===== src/rtl/posit_normalizer_stage.sv =====
// Two-stage normalizer: fixed-point accumulator sum plus block scale in,
// sign / regime k / exponent / hidden-bit mantissa out for the posit encoder.
package posit_pkg;

  function automatic int clog2(input int v);
    int r;
    r = 0;
    while ((1 << r) < v) r++;
    return r;
  endfunction

endpackage

module posit_normalizer_stage
  import posit_pkg::*;
#(
  parameter int n           = 16,
  parameter int es          = 1,
  parameter int MANT_WIDTH  = n - es - 3,
  parameter int K_WIDTH     = clog2(n - 1),
  parameter int ACC_WIDTH   = 32,
  parameter int SCALE_WIDTH = 8
) (
  input  logic                   clk_i,
  input  logic                   rst_ni,
  input  logic                   flush_i,
  input  logic                   in_valid_i,
  output logic                   in_ready_o,
  input  logic [ACC_WIDTH-1:0]   acc_i,
  input  logic [SCALE_WIDTH-1:0] scale_i,
  output logic                   out_valid_o,
  input  logic                   out_ready_i,
  output logic                   sign_o,
  output logic [K_WIDTH:0]       k_sgn_o,
  output logic [es:0]            exp_o,
  output logic [MANT_WIDTH:0]    mant_norm_o
);

  localparam int P_W = clog2(ACC_WIDTH);
  localparam int E_W =
    ((SCALE_WIDTH > P_W) ? SCALE_WIDTH : P_W) + 2;
  localparam int M_W = MANT_WIDTH + 1;

  localparam logic [P_W-1:0] P_TOP = P_W'(ACC_WIDTH - 1);
  localparam logic signed [E_W-1:0] E_BIAS = E_W'(ACC_WIDTH - 2);
  localparam logic signed [E_W-1:0] K_HI = E_W'(n - 2);
  localparam logic signed [E_W-1:0] K_LO = -E_W'(n - 1);
  localparam logic [M_W-1:0] HIDDEN = {1'b1, {MANT_WIDTH{1'b0}}};

  logic s2_adv;
  logic s1_adv;
  logic in_fire;
  logic s2_load;

  logic s1_valid_q, s1_valid_d;
  logic s2_valid_q, s2_valid_d;

  logic                   s1_sign_q, s1_sign_d;
  logic [ACC_WIDTH-1:0]   s1_mag_q, s1_mag_d;
  logic                   s1_zero_q, s1_zero_d;
  logic [P_W-1:0]         s1_p_q, s1_p_d;
  logic [SCALE_WIDTH-1:0] s1_scale_q, s1_scale_d;

  logic             sign_q, sign_d;
  logic [K_WIDTH:0] k_q, k_d;
  logic [es:0]      exp_q, exp_d;
  logic [M_W-1:0]   mant_q, mant_d;

  logic [ACC_WIDTH-1:0] mag_c;
  logic [P_W-1:0]       p_c;

  logic signed [E_W-1:0] scl_x;
  logic signed [E_W-1:0] p_x;
  logic signed [E_W-1:0] e_c;
  logic signed [E_W-1:0] k_c;
  logic [ACC_WIDTH-1:0]  norm_c;
  logic [M_W-1:0]        mant_c;
  logic                  sticky_c;

  logic             sign_n;
  logic [K_WIDTH:0] k_n;
  logic [es:0]      exp_n;
  logic [M_W-1:0]   mant_n;

  // Flush wins over every advance, so it also blocks input acceptance.
  always_comb begin
    s2_adv     = !s2_valid_q | out_ready_i;
    s1_adv     = !s1_valid_q | s2_adv;
    in_ready_o = s1_adv & !flush_i;
    in_fire    = in_valid_i & in_ready_o;
    s2_load    = s2_adv & s1_valid_q & !flush_i;
  end

  always_comb begin
    s1_valid_d = s1_valid_q;
    s2_valid_d = s2_valid_q;
    if (flush_i) begin
      s1_valid_d = 1'b0;
      s2_valid_d = 1'b0;
    end else begin
      if (s1_adv) s1_valid_d = in_valid_i;
      if (s2_adv) s2_valid_d = s1_valid_q;
    end
  end

  always_comb begin
    mag_c = acc_i[ACC_WIDTH-1] ?
            (~acc_i) + ACC_WIDTH'(1) : acc_i;
    p_c = '0;
    for (int i = 0; i < ACC_WIDTH; i++) begin
      if (mag_c[i]) p_c = P_W'(i);
    end
  end

  always_comb begin
    s1_sign_d  = s1_sign_q;
    s1_mag_d   = s1_mag_q;
    s1_zero_d  = s1_zero_q;
    s1_p_d     = s1_p_q;
    s1_scale_d = s1_scale_q;
    if (in_fire) begin
      s1_sign_d  = acc_i[ACC_WIDTH-1];
      s1_mag_d   = mag_c;
      s1_zero_d  = (acc_i == '0);
      s1_p_d     = p_c;
      s1_scale_d = scale_i;
    end
  end

  // Bits shifted out below the mantissa are jammed into its LSB.
  always_comb begin
    scl_x = {{(E_W-SCALE_WIDTH){s1_scale_q[SCALE_WIDTH-1]}},
             s1_scale_q};
    p_x   = {{(E_W-P_W){1'b0}}, s1_p_q};
    e_c   = scl_x + p_x - E_BIAS;
    k_c   = e_c >>> es;
    norm_c   = s1_mag_q << (P_TOP - s1_p_q);
    sticky_c = |norm_c[ACC_WIDTH-M_W-1:0];
    mant_c   = norm_c[ACC_WIDTH-1 -: M_W];
    mant_c[0] = mant_c[0] | sticky_c;
  end

  always_comb begin
    sign_n = s1_sign_q;
    k_n    = k_c[K_WIDTH:0];
    exp_n  = {1'b0, e_c[es-1:0]};
    mant_n = mant_c;
    unique case (1'b1)
      s1_zero_q: begin
        sign_n = 1'b0;
        k_n    = '0;
        exp_n  = '0;
        mant_n = '0;
      end
      (!s1_zero_q && (k_c > K_HI)): begin
        k_n    = K_HI[K_WIDTH:0];
        exp_n  = '0;
        mant_n = HIDDEN;
      end
      (!s1_zero_q && (k_c < K_LO)): begin
        k_n    = K_LO[K_WIDTH:0];
        exp_n  = '0;
        mant_n = HIDDEN;
      end
      default: begin
        k_n    = k_c[K_WIDTH:0];
        exp_n  = {1'b0, e_c[es-1:0]};
        mant_n = mant_c;
      end
    endcase
  end

  always_comb begin
    sign_d = sign_q;
    k_d    = k_q;
    exp_d  = exp_q;
    mant_d = mant_q;
    if (s2_load) begin
      sign_d = sign_n;
      k_d    = k_n;
      exp_d  = exp_n;
      mant_d = mant_n;
    end
  end

  always_ff @(posedge clk_i or negedge rst_ni) begin
    if (!rst_ni) begin
      s1_valid_q <= 1'b0;
      s2_valid_q <= 1'b0;
      s1_sign_q  <= 1'b0;
      s1_mag_q   <= '0;
      s1_zero_q  <= 1'b0;
      s1_p_q     <= '0;
      s1_scale_q <= '0;
      sign_q     <= 1'b0;
      k_q        <= '0;
      exp_q      <= '0;
      mant_q     <= '0;
    end else begin
      s1_valid_q <= s1_valid_d;
      s2_valid_q <= s2_valid_d;
      s1_sign_q  <= s1_sign_d;
      s1_mag_q   <= s1_mag_d;
      s1_zero_q  <= s1_zero_d;
      s1_p_q     <= s1_p_d;
      s1_scale_q <= s1_scale_d;
      sign_q     <= sign_d;
      k_q        <= k_d;
      exp_q      <= exp_d;
      mant_q     <= mant_d;
    end
  end

  assign out_valid_o = s2_valid_q;
  assign sign_o      = sign_q;
  assign k_sgn_o     = k_q;
  assign exp_o       = exp_q;
  assign mant_norm_o = mant_q;

endmodule

===== config.mk =====
export PLATFORM = sky130hd
export DESIGN_NAME = posit_normalizer_stage
export DESIGN_NICKNAME = d
export VERILOG_FILES = /design/src/rtl/posit_normalizer_stage.sv
export SDC_FILE = /design/constraint.sdc
export NUM_CORES = 1
export LEC_CHECK = 0
export ABC_AREA = 0
export CAP_MARGIN = 10
export CORE_MARGIN = 2
export CORE_UTILIZATION = 40
export CTS_CLUSTER_DIAMETER = 60
export DETAILED_ROUTE_END_ITERATION = 8
export GPL_TIMING_DRIVEN = 1
export PLACE_DENSITY = 0.69
export SYNTH_ARGS = -nofsm -noshare
export SYNTH_HDL_FRONTEND = slang
export SYNTH_SLANG_ARGS = --single-unit

===== constraint.sdc =====
create_clock -name clk_i -period 6.76 [get_ports clk_i]
set_input_delay 1.69 -clock clk_i [delete_from_list [all_inputs] [get_ports clk_i]]
set_output_delay 1.69 -clock clk_i [all_outputs]
set_load 0.02 [all_outputs]

==> flow_summary.ini <==
[run_status]
status = finished clean

[grt]
antenna_found_initial = 0
grt_pass1_wl_um = 23700
overflow = 0
grt_max_degree = 70
grt_pass1_vias = 4619
grt_usage_pct = 18.2

[power]
total_leakage_power_uw = 0.00286
p_comb_share_pct = 45.8
power.internal_uw = 1180
p_clk_share_pct = 25.1
p_switching_uw = 730
ir_drop_uv = 136
p_sw_share_pct = 38.1
power_density_nw_per_um2 = 279
p_seq_share_pct = 29.1

[yosys]
yosysMostFrequentCell = nand2_1
yosys.area.top_type_share_pct = 29.7
synth_area_per_cell_um2 = 8.18
synthTopCellsByArea = dfrtp_1, mux2i_1, nand2_1
synth_commonest_cells = nand2_1, dfrtp_1, o21ai_0, mux2i_1, nor2_1
synth_edf_count = 0
synth-seq-area-share_pct = 29.7
syn_nets = 769
synth_cell_types = 68
syn_inst = 710
yosys_warnings = 0
ys_async_sr_fraction_pct = 100
synthFlopType = dfrtp_1
yosysTopAreaCell = dfrtp_1
syn-cell-area_um2 = 5800
ys_seq_elements = 69

[place]
dp_slack_ns = 1.63
hpwl_um = 10600
io_buffers = 66
routabilityCongestion = 0.913

[worst_setup_path]
worstSetupStartpointType = input port
r2r-start = s1_p_q[2]
path_common_cell = nand2_1
cp.arrival_ns = 5.06
path_class = input port to flop
crit_path_cell_trace = clkdlybuf4s50_1 -> nor4_1 -> nand4b_2 -> or3_1 -> o31ai_2 -> xor2_1 -> nand2_1 -> o32ai_1 -> nand2_1
cp_slowest_cell = nor4_1
critPathCaptureType = flop
cpPeakStageDelay_ns = 0.78
regToRegEndpoint = mant_norm_o[3]
ff2ff_path_depth = 11
crit_fanout = 13
cp.required_ns = 6.97
reg2reg_slack_ns = 2.99

[floorplan]
fp.dieH_um = 124
ios = 68
core_um2 = 14400
std_cell_rows = 44
start_util_pct = 40.4
die_area_um2 = 15500
die_w_um = 124

[layout]
syn_to_final_growth_pct = 18.1
diodes = 0
fin_nets = 803
drive_above_1_share_pct = 8.28
fillCellCount = 1408

[route]
wire_per_inst_um = 15.0
dr.pass1.iters = 6
wl_um = 14000
vias = 5208
drtIter0Drc = 339
ant_nets = 0
drc = 0
vias_per_cell = 5.58

[sta]
drv_slew = 0
rsz0062_at_grt = no
max_freq_mhz = 206
finalCritPeriodShare_pct = 71.6
worstMarginPinSlew_ns = 0.861
finalHoldViolCount = 0
setup_tns_ns = 0
finClkSkew_ns = 0.00548
fin_crit_ns = 4.84
max_slew_margin_pct = 42.6
fin_ws_ns = 1.92
setup_violations = 0

[clock_tree]
cts_buffers = 9
postCtsSetupRepairBufs = 0
cts.repair.resized = 0
cts_sinks = 69
cts_root_buf = clkbuf_16
cts_tree = done
clk_pin_slew_ns = 0.05
htreeDepth = 3
cts_hold_buf = 0
worstSkewPairLatency_ns = 0.34
clk_path_buf_depth = 2

[run]
max_cap_viol_count = 0

[worst_hold_path]
hold_end = mant_norm_o[4]
holdPathStages = 2
hold_path_class = flop to flop
min_from = mant_norm_o[4]
-- critical path: cells and delay by family --
family / cells / cell delay [ns]
AND/OR/NAND/NOR: 5 / 1.92
buffers and inverters: 1 / 0.61
XOR/XNOR: 1 / 0.32
AO/OA/AOI/OAI: 2 / 0.52
-- per-stage QoR --
stage          instance area (µm²)  util (%)  power, µW  hold slack, ns  instances
2_1_floorplan                 5800         -       1160           0.447        710
3_3_place_gp                  6550      45.6       1420           0.461        917
3_5_place_dp                  6550      45.6       1430           0.468        917
4_1_cts                       6850      47.7       1920           0.481        933
5_1_grt                       6850      47.7       2040           0.505        933
6_report                      6850      47.7       1910           0.473        933
-- per-layer routing --
metal	part of all wire [%]	routed length [µm]	up-vias	GRT usage [%]
met5	0	0	-	0
met1	52	7260	2379	28.9
li1	-	-	2659	-
met4	1.2	163	0	4.89
met3	4.4	615	12	2.41
met2	42	5940	158	25.6
-- cell families (layout without fill, tap and decap cells) --
| kind of cell | Yosys count | in the layout | share of synthesized area, % |
|---|---|---|---|
| other | 1 | 1 | 0.0646 |
| xor gates and xnor gates | 33 | 33 | 4.98 |
| and+or+nand+nor | 249 | 249 | 19.9 |
| muxes | 76 | 76 | 15.3 |
| adders and majority gates | 14 | 14 | 3.15 |
| AOI/OAI and AO/OA | 196 | 196 | 21.9 |
| DFF | 69 | 69 | 29.7 |
| buffers and inverters | 72 | 111 | 4.96 |
-- flip-flops by register name (all words and copies together) (netlist names), 5 cells and up --
register / cells
s1_mag_q: 32
mant_norm_o: 13
s1_scale_q: 8
k_sgn_o: 5
s1_p_q: 5
-- cell type report --
type	count	area [µm²]	share of cell area [%]
Clock buffer	11	253	3.69
Clock inverter	5	56.3	0.821
Inverter	21	78.8	1.15
Multi-Input combinational cell	569	3790	55.3
Sequential cell	69	1730	25.2
Tap cell	184	230	3.36
Timing Repair Buffer	74	716	10.4
-- power by group through the flow --
stage	clock network (µW)	logic, µW	registers, µW
finish	481	877	556
global route	510	961	570
CTS	488	872	556
detailed placement	0	867	564
global placement	0	862	560
floorplan	0	556	606
-- how the worst max path moves through the flow --
stage,from,endpoint,slack [ns],depth (start not counted)
floorplan,acc_i[16],s1_p_q[3],2.45,10
global route,acc_i[3],s1_p_q[3],1.55,9
detailed placement,acc_i[3],s1_p_q[3],1.63,9
finish,acc_i[3],s1_p_q[3],1.92,9
CTS,out_ready_i,in_ready_o,1.94,4
global placement,acc_i[3],s1_p_q[3],1.71,9
-- cell usage in the layout, fill, tap and decap left out, drive strengths merged, types with 10 or more instances in the layout --
cell           count
o41ai             10
inv               21
mux2              11
ha                13
a21oi             33
nor3              14
o21ai             70
nand3             12
nor2              37
xor2              23
mux2i             56
nand2            128
dfrtp             69
o31ai             23
clkbuf            11
xnor2             10
a31oi             10
clkdlybuf4s50     65
Note: power is estimated with default switching activity, not from simulation.
